===== src/rtl/gf180mcu_osu_sc_gp9t3v3__chain_ctrl_if.sv =====
// Bus between the scan-chain sequencer and its requester/chain.
// Handshake: a request is taken when start=1 while busy=0 and the sequencer is idle;
// completion is the one-cycle done pulse, a reserved op returns a one-cycle err pulse instead.
interface gf180mcu_osu_sc_gp9t3v3__chain_ctrl_if #(
  parameter int LEN = 8
);
  logic           start;
  logic [1:0]     op;
  logic [LEN-1:0] din;
  logic           chain_q;
  logic           chain_d;
  logic           se;
  logic           ce;
  logic [LEN-1:0] dout;
  logic           busy;
  logic           done;
  logic           err;
  logic [1:0]     dbg_state;

  modport slave (
    input  start, op, din, chain_q,
    output chain_d, se, ce, dout, busy, done, err, dbg_state
  );

  modport master (
    output start, op, din, chain_q,
    input  chain_d, se, ce, dout, busy, done, err, dbg_state
  );
endinterface


===== src/rtl/gf180mcu_osu_sc_gp9t3v3__chain_ctrl.sv =====
// Sequencer for a LEN-flop serial register chain: shift load/unload and functional capture.
// Every output is a flop computed from the next state, so outputs line up with the state they describe.
module gf180mcu_osu_sc_gp9t3v3__chain_ctrl #(
  parameter int LEN = 8,
  parameter int CW  = 8
) (
  input  logic clk,
  input  logic rn,
  gf180mcu_osu_sc_gp9t3v3__chain_ctrl_if.slave bus
);

  typedef enum logic [1:0] {
    IDLE  = 2'd0,
    SHIFT = 2'd1,
    CAPT  = 2'd2,
    FIN   = 2'd3
  } state_t;

  localparam logic [1:0] OP_SHIFT      = 2'b00;
  localparam logic [1:0] OP_CAPT       = 2'b01;
  localparam logic [1:0] OP_SHIFT_CAPT = 2'b10;
  localparam logic [CW-1:0] CNT_LAST   = CW'(LEN - 1);

  state_t         state, state_n;
  logic [CW-1:0]  cnt, cnt_n;
  logic [LEN-1:0] shadow, shadow_n;
  logic [LEN-1:0] dout_r, dout_n;
  logic [1:0]     op_q, op_n;
  logic           se_r, se_n;
  logic           ce_r, ce_n;
  logic           chain_d_r, chain_d_n;
  logic           busy_r, busy_n;
  logic           done_r, done_n;
  logic           err_r, err_n;

  always_comb begin
    state_n  = state;
    cnt_n    = cnt;
    shadow_n = shadow;
    dout_n   = dout_r;
    op_n     = op_q;
    err_n    = 1'b0;

    case (state)
      IDLE: begin
        if (bus.start) begin
          shadow_n = bus.din;
          op_n     = bus.op;
          case (bus.op)
            OP_SHIFT, OP_SHIFT_CAPT: state_n = SHIFT;
            OP_CAPT:                 state_n = CAPT;
            default:                 err_n   = 1'b1;
          endcase
        end
      end
      SHIFT: begin
        // chain_q still holds the bit for this cycle; the chain advances on this same edge
        for (int i = 0; i < LEN; i++) begin
          if (cnt == CW'(i)) dout_n[i] = bus.chain_q;
        end
        if (cnt == CNT_LAST) begin
          cnt_n   = '0;
          state_n = (op_q == OP_SHIFT_CAPT) ? CAPT : FIN;
        end else begin
          cnt_n = cnt + CW'(1);
        end
      end
      CAPT:    state_n = FIN;
      FIN:     state_n = IDLE;
      default: state_n = IDLE;
    endcase

    busy_n    = (state_n != IDLE);
    se_n      = (state_n == SHIFT);
    ce_n      = (state_n == SHIFT) || (state_n == CAPT);
    done_n    = (state_n == FIN);
    chain_d_n = 1'b0;
    if (state_n == SHIFT) begin
      for (int i = 0; i < LEN; i++) begin
        if (cnt_n == CW'(i)) chain_d_n = shadow_n[i];
      end
    end
  end

  always_ff @(posedge clk) begin
    if (!rn) begin
      state     <= IDLE;
      cnt       <= '0;
      shadow    <= '0;
      dout_r    <= '0;
      op_q      <= '0;
      se_r      <= 1'b0;
      ce_r      <= 1'b0;
      chain_d_r <= 1'b0;
      busy_r    <= 1'b0;
      done_r    <= 1'b0;
      err_r     <= 1'b0;
    end else begin
      state     <= state_n;
      cnt       <= cnt_n;
      shadow    <= shadow_n;
      dout_r    <= dout_n;
      op_q      <= op_n;
      se_r      <= se_n;
      ce_r      <= ce_n;
      chain_d_r <= chain_d_n;
      busy_r    <= busy_n;
      done_r    <= done_n;
      err_r     <= err_n;
    end
  end

  assign bus.se        = se_r;
  assign bus.ce        = ce_r;
  assign bus.chain_d   = chain_d_r;
  assign bus.dout      = dout_r;
  assign bus.busy      = busy_r;
  assign bus.done      = done_r;
  assign bus.err       = err_r;
  assign bus.dbg_state = state;

endmodule


===== src/flat_wrapper.sv =====
// flat-port wrapper written by rule: the top's interface ports become plain ports
module gf180mcu_osu_sc_gp9t3v3__chain_ctrl_flat 
#(
  parameter int LEN = 8,
  parameter int CW  = 8
)
  (clk, rn, bus_start, bus_op, bus_din, bus_chain_q, bus_chain_d, bus_se, bus_ce, bus_dout, bus_busy, bus_done, bus_err, bus_dbg_state);
  gf180mcu_osu_sc_gp9t3v3__chain_ctrl_if #(.LEN(LEN)) bus_i ();
  input  logic clk;
  input  logic rn;
  input wire logic [$bits(bus_i.start)-1:0] bus_start;
  input wire logic [$bits(bus_i.op)-1:0] bus_op;
  input wire logic [$bits(bus_i.din)-1:0] bus_din;
  input wire logic [$bits(bus_i.chain_q)-1:0] bus_chain_q;
  output wire logic [$bits(bus_i.chain_d)-1:0] bus_chain_d;
  output wire logic [$bits(bus_i.se)-1:0] bus_se;
  output wire logic [$bits(bus_i.ce)-1:0] bus_ce;
  output wire logic [$bits(bus_i.dout)-1:0] bus_dout;
  output wire logic [$bits(bus_i.busy)-1:0] bus_busy;
  output wire logic [$bits(bus_i.done)-1:0] bus_done;
  output wire logic [$bits(bus_i.err)-1:0] bus_err;
  output wire logic [$bits(bus_i.dbg_state)-1:0] bus_dbg_state;
  assign bus_i.start = bus_start;
  assign bus_i.op = bus_op;
  assign bus_i.din = bus_din;
  assign bus_i.chain_q = bus_chain_q;
  assign bus_chain_d = bus_i.chain_d;
  assign bus_se = bus_i.se;
  assign bus_ce = bus_i.ce;
  assign bus_dout = bus_i.dout;
  assign bus_busy = bus_i.busy;
  assign bus_done = bus_i.done;
  assign bus_err = bus_i.err;
  assign bus_dbg_state = bus_i.dbg_state;
  gf180mcu_osu_sc_gp9t3v3__chain_ctrl #(.LEN(LEN), .CW(CW)) u_core (.clk(clk), .rn(rn), .bus(bus_i));
endmodule

===== config.mk =====
export PLATFORM = sky130hd
export DESIGN_NAME = gf180mcu_osu_sc_gp9t3v3__chain_ctrl_flat
export DESIGN_NICKNAME = d
export VERILOG_FILES = /design/src/rtl/gf180mcu_osu_sc_gp9t3v3__chain_ctrl_if.sv /design/src/rtl/gf180mcu_osu_sc_gp9t3v3__chain_ctrl.sv /design/src/flat_wrapper.sv
export SDC_FILE = /design/constraint.sdc
export NUM_CORES = 1
export LEC_CHECK = 0
export BUFFER_PORTS_ARGS = -buffer_cell sky130_fd_sc_hd__buf_2
export CELL_PAD_IN_SITES_DETAIL_PLACEMENT = 1
export CELL_PAD_IN_SITES_GLOBAL_PLACEMENT = 1
export CORE_MARGIN = 3
export CORE_UTILIZATION = 45
export DETAILED_ROUTE_END_ITERATION = 16
export PLACE_DENSITY_LB_ADDON = 0.12
export SYNTH_ARGS = -nofsm -noshare
export SYNTH_HDL_FRONTEND = slang
export SYNTH_SLANG_ARGS = --single-unit

===== constraint.sdc =====
create_clock -name clk -period 7.2 [get_ports clk]
set_input_delay 2.16 -clock clk [delete_from_list [all_inputs] [get_ports clk]]
set_output_delay 2.16 -clock clk [all_outputs]
set_load 0.005 [all_outputs]

# ---- After elaboration in Yosys (flattened, before gate mapping)
# Index checks and enable logic that the tools add are counted.
dict set report totals {
  regBits 34
  input_bits 14
  out_inout_bits 16
}
dict set report op_classes {
  addsub 1
  n_eq_ne 23
  n_mux 18
  reduce_logical 19
}
# operator n
set op_table {}
lappend op_table {{8-bit by 3-bit == test with 1-bit output, second input constant} 8}
lappend op_table {{8-bit by 2-bit == test with 1-bit output, second input constant} 4}
lappend op_table {{8-bit two-way mux} 4}
lappend op_table {{2-bit AND reduction} 10}
lappend op_table {{8-bit by 1-bit == test with 1-bit output, second input constant} 2}
lappend op_table {{8-bit logical NOT} 2}
lappend op_table {{2-bit == test, second input constant} 6}
lappend op_table {{1-bit two-way mux} 10}
lappend op_table {{8-bit by 1-bit adder with 8-bit output, second input constant} 1}
lappend op_table {{2-bit one-hot mux with 4 select lines} 1}
lappend op_table {{2-bit by 1-bit == test with 1-bit output, second input constant} 3}
lappend op_table {{2-bit logical NOT} 2}
lappend op_table {{2-bit two-way mux} 2}
lappend op_table {{2-bit one-hot mux with 2 select lines} 1}
lappend op_table {{3-bit AND reduction} 1}
lappend op_table {{3-bit OR reduction} 1}
lappend op_table {{2-bit nonzero test} 1}
lappend op_table {{2-bit OR reduction} 1}
lappend op_table {{1-bit logical OR} 1}

# ---- Depth between registers and ports, before layout
# Gate-level depths: netlist of the first run.
dict set report logic_depth {
  word_depth 12
  mapped_depth 11
}

# ---- Least setup slack after synthesis of the first run
# Ideal clock, no wire load.
dict set report synth_timing {
  path_type {input to register}
  start {input bus_start}
  end {register u_core.chain_d_r (netlist: u_core.bus.chain_d)}
  t_arrival_ps 3787
  path_slack_ps 3327
  stages 10
  path_buffers 1
  path_cell_list {nor3b_4 -> clkbuf_2 -> nand2_1 -> nor2_1 -> nor3_1 -> ha_1 -> and2_1 -> nand2_1 -> a311o_1 -> a221oi_2}
}
dict set report synth_via {
  elab_cells_between_ends 14
  cone_classes {eq/ne: 1; mux: 12; reduce/logical: 1}
}
# item line_no
set synth_lines {}
lappend synth_lines {{start, declared} flat_wrapper.sv:11} ;# input wire logic [$bits(bus_i.start)-1:0] bus_start;
lappend synth_lines {{2-bit two-way mux} gf180mcu_osu_sc_gp9t3v3__chain_ctrl.sv:46} ;# if (bus.start) begin
lappend synth_lines {{2-bit one-hot mux with 4 select lines} gf180mcu_osu_sc_gp9t3v3__chain_ctrl.sv:44} ;# case (state)
lappend synth_lines {{2-bit by 1-bit == test with 1-bit output} -}
lappend synth_lines {{via u_core.se_n} gf180mcu_osu_sc_gp9t3v3__chain_ctrl.sv:29} ;# logic se_r, se_n;
lappend synth_lines {{2-bit AND reduction (no line)} -}
lappend synth_lines {{end signal, assigned} gf180mcu_osu_sc_gp9t3v3__chain_ctrl.sv:106} ;# chain_d_r <= chain_d_n;
lappend synth_lines {{end, declared} gf180mcu_osu_sc_gp9t3v3__chain_ctrl.sv:31} ;# logic chain_d_r, chain_d_n;
# The timed path passes the listed nets, and every way through them passes these cells.
# A chain may end at the register's enable or synchronous reset.

# ---- Worst setup path in the final report of the first run
# Same ends and word-level chain as after synthesis.

==> results.txt, run 1 <==
----------------------------------------------------
[Final layout]
  Area delta synth->final ... 12.1%
  Final cell count without fillers ... between 200 and 300
  Post-layout nets ... 257
  Fraction of final layout cells sized beyond drive strength 1 ... 0.182
  Antenna diodes ... 0
  Post-route cell area ... ~0.002 mm²

[STA]
  Tightest slew margin relative to the limit ... 0.304
  Slew of the pin with the lowest slew margin ... 1040 ps
  Max-slew violation count ... 0
  Final hold vios ... 0
  Worst Clk Skew ... 4.77 ps
  Unrepaired setup endpoints after global routing ... no
  Setup TNS Final ... 0 ps
  Min Tclk post-route ... 3790 ps
  Final clock period utilization by the worst path ... 0.526
  Final-report setup violation count ... 0
  Max Clk Rate ... 264 MHz
  Worst Hold Slack ... 472 ps

[Critical path]
  Critical path buffers and inverters ... 1
  Cell with the largest stage delay on the worst path ... nor3_1
  Worst-path maximum fanout ... 13
  Destination of the worst register-to-register timing path ... u_core.bus.chain_d$_SDFF_PN0_
  Most prevalent standard cell on the critical path ... nand2_1
  WP data required ... 7400 ps
  Critical path depth in cells ... 10
  Reg-to-reg setup timing slack ... 4410 ps
  Startpoint type of the worst setup path ... primary input
  Crit path kind ... in2reg
  Delay of the slowest critical-path stage ... 380 ps
  Worst Setup End Kind ... flip-flop
  Worst Setup SP ... bus_start
  WP data arrival ... 3990 ps
  Cells along the critical path ... buf_2 -> nor3b_4 -> nand2_1 -> nor2_1 -> nor3_1 -> ha_1 -> and2_1 -> nand2_1 -> a311o_1 -> a221oi_2
  Source of the worst register-to-register timing path ... u_core.cnt[0]$_SDFF_PN0_
  Number of cells on the worst reg-to-reg path ... 10
  Largest delay contributor family on the critical path ... simple AND/OR/NAND/NOR gates

[Placed design]
  Placed cell areas ... 0.00196 mm²
  IO Port Bufs ... 29
  Half-perimeter wire length after placement ... 3260 µm
  Placed Cells ... about 280
  GP Congestion ... 0.765

[Route]
  Via/cell ratio ... 5.44
  Number of vias after detailed routing ... around 1500
  Average detailed-routed wire length per instance ... roughly 16 µm
  Wire length after detailed routing ... between 4000 and 5000 µm
  Remaining number of nets flagged by the antenna check after routing ... 0
  Number of detailed-routing iterations run before antenna repair ... 4
  Initial DRC Count ... 117
  Post-route DRC ... 0

[Synth]
  Seq cells post-synth ... 34
  Post-synth design cell area ... 0.00182 mm²
  Number of standard cells after synthesis ... 213
  Net count of the mapped netlist ... 234
  Sequential area share after synthesis ... 0.374
  Warning count from the yosys run ... 0
  Synth cell types ... 44
  Average size of a mapped cell ... about 8.5 µm²

[Global route]
  Antenna violations before repair ... 0
  Global-route wire length before repair ... 7730 µm
  Largest net degree at the start of global routing ... 34
  Total routing resource utilization after global routing ... 0.200
  Vias in the first global route ... 1575
  GRT Residual Overflow ... 0

[Power and ir drop]
  Share of total power in combinational logic ... 0.162
  Sw frac ... 0.276
  Reg power frac ... 0.511
  Internal power consumption ... approximately 0.00029 W
  Clock group share of total power ... 0.327
  Static leakage ... 0.889 nW
  Net switching power ... 0.000112 W
  Power density over cell area ... 198 mW/mm²
  Worst ir drop on vdd ... between 100 and 150 µV

[Worst hold path]
  Worst-case hold path end point ... u_core.op_q[0]$_SDFFE_PN0P_
  Worst min-delay path startpoint ... u_core.op_q[0]$_SDFFE_PN0P_
  Hold WC Path Type ... reg2reg
  Number of cells on the worst hold path ... 2

[Clock tree]
  Total of cells resized after clock tree synthesis ... 0
  Maximum number of buffers from clock root to sink ... 2
  Post-CTS Hold Fix Bufs ... 0
  Clock sinks ... 34
  Clock transition at path regs ... about 70 ps
  Deepest level of the CTS H-tree ... 2
  Later-pin clock latency in the skew report ... 290 ps
  Clk Tree Root Cell ... clkbuf_8
  TritonCTS clock tree ... yes
  Clock buffer count from CTS ... 5
  Number of buffers added for setup after CTS ... 0

[Floorplanning]
  Top-level port count ... 30
  Die outline width ... 69.6 µm
  Starting density of the core ... 0.483
  Row count ... 22
  Placeable core area ... 0.00377 mm²
  Chip height ... 69.6 µm
  Die footprint ... 0.00484 mm²

[Run status]
  Result of the run ... finished, final reports clean

[Flow run]
  Number of maximum-capacitance constraint violations ... 0

----------------------------------------------------
flip-flops by register name (all words and copies together), names as in the netlist:
signal and cells:
u_core.bus.busy 1, u_core.bus.ce 1, u_core.bus.chain_d 1, u_core.bus.dbg_state 2, u_core.bus.done 1, u_core.bus.dout 8, u_core.bus.err 1, u_core.bus.se 1
u_core.cnt 8, u_core.op_q 2, u_core.shadow 8
power groups by stage:
stage / sequential (W) / clock [W] / combinational [W]
after floorplan: 0.000206 / 0 / 0.0000498
after global placement: 0.000210 / 0 / 0.0000624
after detailed placement: 0.000211 / 0 / 0.0000655
after CTS: 0.000207 / 0.000135 / 0.0000660
after global routing: 0.000208 / 0.000146 / 0.0000740
final: 0.000207 / 0.000132 / 0.0000654
cell families after synthesis:
logic type / Yosys count / synth area share
xor gates and xnor gates: 7 / 0.0337
DFF: 34 / 0.374
and+or+nand+nor: 101 / 0.298
AOI/OAI and AO/OA: 32 / 0.129
muxes: 13 / 0.0715
buffers and inverters: 19 / 0.0460
adders and majority gates: 7 / 0.0481
metal layers:
layer,vias to the layer above,share of wire,global-route usage
li1,762,-,-
met1,751,0.45,0.239
met2,24,0.50,0.344
met3,9,0.029,0.0449
met4,0,0.019,0.0781
met5,-,0,0
synth_stat cells:
master | n | area [µm²]
or3_1 | 3 | 18.8
a221oi_2 | 1 | 15.0
a41oi_2 | 2 | 32.5
nand3b_1 | 1 | 7.51
ha_1 | 7 | 87.6
nand3_1 | 13 | 65.1
and2_2 | 1 | 7.51
nor3_1 | 4 | 20.0
a21o_1 | 1 | 7.51
nand2_1 | 29 | 109
o211ai_1 | 1 | 7.51
buf_2 | 3 | 15.0
a311o_1 | 1 | 10.0
a21boi_0 | 7 | 52.6
nor2_1 | 11 | 41.3
nor2_2 | 1 | 6.26
buf_6 | 1 | 11.3
nor4_2 | 1 | 12.5
clkbuf_2 | 1 | 5.00
o21ai_1 | 1 | 5.00
and3b_1 | 1 | 8.76
o21a_1 | 1 | 7.51
a21oi_1 | 7 | 35.0
nand4_1 | 1 | 6.26
and3_1 | 1 | 6.26
nor3b_1 | 1 | 7.51
mux2i_1 | 13 | 130
or4_4 | 1 | 11.3
nand2b_1 | 1 | 6.26
a31oi_1 | 2 | 12.5
nand4b_1 | 1 | 8.76
nor2b_1 | 19 | 119
inv_1 | 6 | 22.5
xor2_1 | 2 | 17.5
xnor2_1 | 5 | 43.8
a32oi_1 | 1 | 8.76
a221oi_1 | 1 | 8.76
nor3b_4 | 1 | 18.8
o21ai_0 | 5 | 25.0
and2_1 | 9 | 56.3
dfxtp_1 | 34 | 681
o22ai_1 | 1 | 6.26
clkbuf_1 | 8 | 30.0
or2_2 | 1 | 6.26
final cells by class:
class,instances,area (µm²)
Fill cell,463,1730
Multi-Input combinational cell,160,1060
Sequential cell,34,681
Timing Repair Buffer,29,145
Clock buffer,7,76.3
Tap cell,48,60.1
Inverter,6,22.5
how the worst max path moves through the flow:
stage | endpoint | slack (ps)
floorplan | u_core.bus.chain_d$_SDFF_PN0_ | 3330
global placement | u_core.bus.chain_d$_SDFF_PN0_ | 3200
detailed placement | u_core.bus.chain_d$_SDFF_PN0_ | 3130
CTS | u_core.bus.chain_d$_SDFF_PN0_ | 3410
global route | u_core.bus.chain_d$_SDFF_PN0_ | 3200
finish | u_core.bus.chain_d$_SDFF_PN0_ | 3410
placed cells by master (no fill, tap or decap), drive strengths merged, types with 3 or more instances in the layout:
cell / n
nor2: 12
clkbuf: 7
buf: 29
or3: 3
and2: 10
a21oi: 7
xnor2: 5
nor2b: 19
a21boi: 7
dfxtp: 34
nand2: 29
mux2i: 13
nand3: 13
ha: 7
o21ai: 6
nor3: 4
inv: 6
tightest hold or removal path: stages (launching register included):
cell and delay [ps]:
dfxtp_1 310, nand2_1 50, a21boi_0 70
per-stage QoR:
step           setup slack [ps]  utilization  power (W)
2_1_floorplan              3330            -   0.000256
3_3_place_gp               3200        0.521   0.000273
3_5_place_dp               3130        0.521   0.000276
4_1_cts                    3410        0.541   0.000408
5_1_grt                    3200        0.541   0.000428
6_report                   3410        0.541   0.000404
Power figures use the tool's default switching activity.
==> run 2: changes to the inputs <==
Settings changed: ABC_AREA set to 1, CORE_UTILIZATION 45 to 39.
Clock period 7.2 ns to 3.5 ns, I/O delays scaled along.
==> results.txt, run 2 <==
----------------------------------------------------
[Route]
  Wire length after detailed routing ... 3700 µm
  Number of vias after detailed routing ... 1446
  Average detailed-routed wire length per instance ... 12.4 µm
  Remaining number of nets flagged by the antenna check after routing ... 0
  Via/cell ratio ... 4.85
  Post-route DRC ... 0
  Initial DRC Count ... 45
  Number of detailed-routing iterations run before antenna repair ... 4

[STA]
  Final-report setup violation count ... 0
  Max-slew violation count ... 0
  Min Tclk post-route ... 2400 ps
  Max Clk Rate ... 417 MHz
  Worst Clk Skew ... 4.61 ps
  Worst Hold Slack ... 468 ps
  Tightest slew margin relative to the limit ... 0.724
  Slew of the pin with the lowest slew margin ... 411 ps
  Final clock period utilization by the worst path ... 0.685
  Final hold vios ... 0
  Setup TNS Final ... 0 ps
  Unrepaired setup endpoints after global routing ... no

[Final layout]
  Most frequent cells in the layout ... inv_1 (34), nand2_1 (34), dfxtp_1 (34)
  Post-layout nets ... 270
  Antenna diodes ... 0
  Fraction of final layout cells sized beyond drive strength 1 ... 0.188
  Area delta synth->final ... 16.7%

[Clock tree]
  Number of buffers added for setup after CTS ... 0
  Clock sinks ... 34
  Total of cells resized after clock tree synthesis ... 0
  Later-pin clock latency in the skew report ... 280 ps
  Maximum number of buffers from clock root to sink ... 2
  Clk Tree Root Cell ... clkbuf_8
  Clock transition at path regs ... 70 ps
  Deepest level of the CTS H-tree ... 2
  TritonCTS clock tree ... yes
  Clock buffer count from CTS ... 5
  Post-CTS Hold Fix Bufs ... 0

[Power and ir drop]
  Static leakage ... roughly 0.97 nW
  Worst ir drop on vdd ... 204 µV
  Power density over cell area ... 448 mW/mm²

[Synth]
  Commonest cells in the synthesized netlist ... dfxtp_1 (34), inv_1 (34), nand2_1 (34)
  Average size of a mapped cell ... 7.45 µm²
  Share of synthesized registers carrying an async set or reset ... 0
  Warning count from the yosys run ... 0
  Yosys top cell by area ... dfxtp_1
  Sequential area share after synthesis ... 0.421
  Prevailing post-synth register cell ... dfxtp_1
  Seq cells post-synth ... 34
  Number of enable flip-flop cells after synthesis ... 0
  Area share of the largest cell type after synthesis ... 0.421
  Number of standard cells after synthesis ... 217
  Top cells by area, synth ... dfxtp_1 (42%), inv_1 (7.9%), nand2_1 (7.9%)
  Net count of the mapped netlist ... around 240
  Post-synth design cell area ... 0.00162 mm²
  Synth cell types ... 29

[Critical path]
  Worst Setup End Kind ... flip-flop
  Delay of the slowest critical-path stage ... approximately 330 ps
  Crit path kind ... in2reg
  Worst-path maximum fanout ... 16
  Cells along the critical path ... buf_2 -> nand2_2 -> nor2_1 -> nor3_1 -> inv_1 -> ha_1 -> nand2_1 -> inv_1 -> nand3_1 -> nor2_1 -> nand3_1 -> a21oi_2
  WP data arrival ... 2580 ps
  Cell with the largest stage delay on the worst path ... nor3_1
  WP data required ... approximately 3700 ps
  Startpoint type of the worst setup path ... primary input

[Floorplanning]
  Row count ... 22
  Die outline width ... 70.4 µm
  Starting density of the core ... 0.422
  Chip height ... about 70 µm
  Placeable core area ... roughly 0.0038 mm²
  Top-level port count ... 30
  Die footprint ... 0.00495 mm²

[Global route]
  Vias in the first global route ... 1396
  Global-route wire length before repair ... 6500 µm
  GRT Residual Overflow ... 0
  Antenna violations before repair ... 0
  Largest net degree at the start of global routing ... 26
  Total routing resource utilization after global routing ... 0.165

[Flow run]
  Number of maximum-capacitance constraint violations ... 0

[Placed design]
  Half-perimeter wire length after placement ... 2790 µm
  GP Congestion ... 0.733
  IO Port Bufs ... 29

[Run status]
  Result of the run ... finished, final reports clean

[Worst hold path]
  Hold WC Path Type ... reg2reg

----------------------------------------------------
-- run 2: cell count changes after synthesis, moves of 5 or more --
cell and change:
inv_1 +28, clkbuf_1 -5, a21boi_0 -7, xnor2_1 -5, and2_1 -9, nor2_1 +22, mux2i_1 -9, nor2b_1 -19
nor3_1 +6, nand2_1 +5
-- run 2: logic make-up (layout without fill, tap and decap cells) --
kind of cell,after synthesis,in the layout,synth area share
AO/OA/AOI/OAI,27,27,0.0998
XOR/XNOR,2,2,0.0108
adder cells (fa/ha/maj),7,7,0.0542
buffers and inverters,42,75,0.107
flip-flops,34,34,0.421
multiplexers,4,4,0.0248
AND/OR/NAND/NOR,101,101,0.283
-- run 2: worst paths after layout --
kind	start	end	slack (ps)	cells past startpoint
worst min-delay path	u_core.op_q[0]$_SDFFE_PN0P_	u_core.op_q[0]$_SDFFE_PN0P_	470	2
worst max register to register	u_core.cnt[0]$_SDFF_PN0_	u_core.bus.chain_d$_SDFF_PN0_	1270	13
worst min register to register	u_core.op_q[0]$_SDFFE_PN0P_	u_core.op_q[0]$_SDFFE_PN0P_	470	2
worst max-delay path	bus_start	u_core.bus.chain_d$_SDFF_PN0_	1100	12
-- run 2: worst max-delay path, delay by kind of cell --
family | cells | cell delay, ps
fa+ha+maj | 1 | 210
compound gates | 1 | 30
buf+inv | 3 | 300
simple gates | 7 | 970
-- run 2: routing by layer --
metal	up-vias	wire length [µm]	track usage
met2	25	1650	0.261
met4	0	57	0.0574
met3	6	177	0.0532
li1	751	-	-
met5	-	0	0
met1	664	1810	0.211
-- run 2: metrics by stage --
step                      setup slack, ps  total power (W)  utilization  cell area [µm²]  cells
after floorplan                      1140         0.000521            -             1620    217
after global placement                839         0.000556        0.469             1800    290
after detailed placement              809         0.000559        0.469             1800    290
after CTS                            1110         0.000863        0.493             1890    298
after global routing                  895         0.000901        0.493             1890    298
final                                1100         0.000846        0.493             1890    298
-- run 2: layout make-up --
type / count / area [µm²]
Clock buffer: 7 / 86.3
Clock inverter: 1 / 5.00
Fill cell: 526 / 1940
Inverter: 37 / 139
Multi-Input combinational cell: 141 / 763
Sequential cell: 34 / 681
Tap cell: 48 / 60.1
Timing Repair Buffer: 30 / 153
-- run 2: power breakdown --
| part | leakage (nW) | total [W] | switching, W | internal [W] |
|---|---|---|---|---|
| Clock | 0.0482 | 0.000297 | 0.000138 | 0.000159 |
| Combinational | 0.641 | 0.000130 | 0.0000819 | 0.0000481 |
| Sequential | 0.277 | 0.000419 | 0.0000108 | 0.000409 |
| Total | 0.967 | 0.000846 | 0.000231 | 0.000615 |
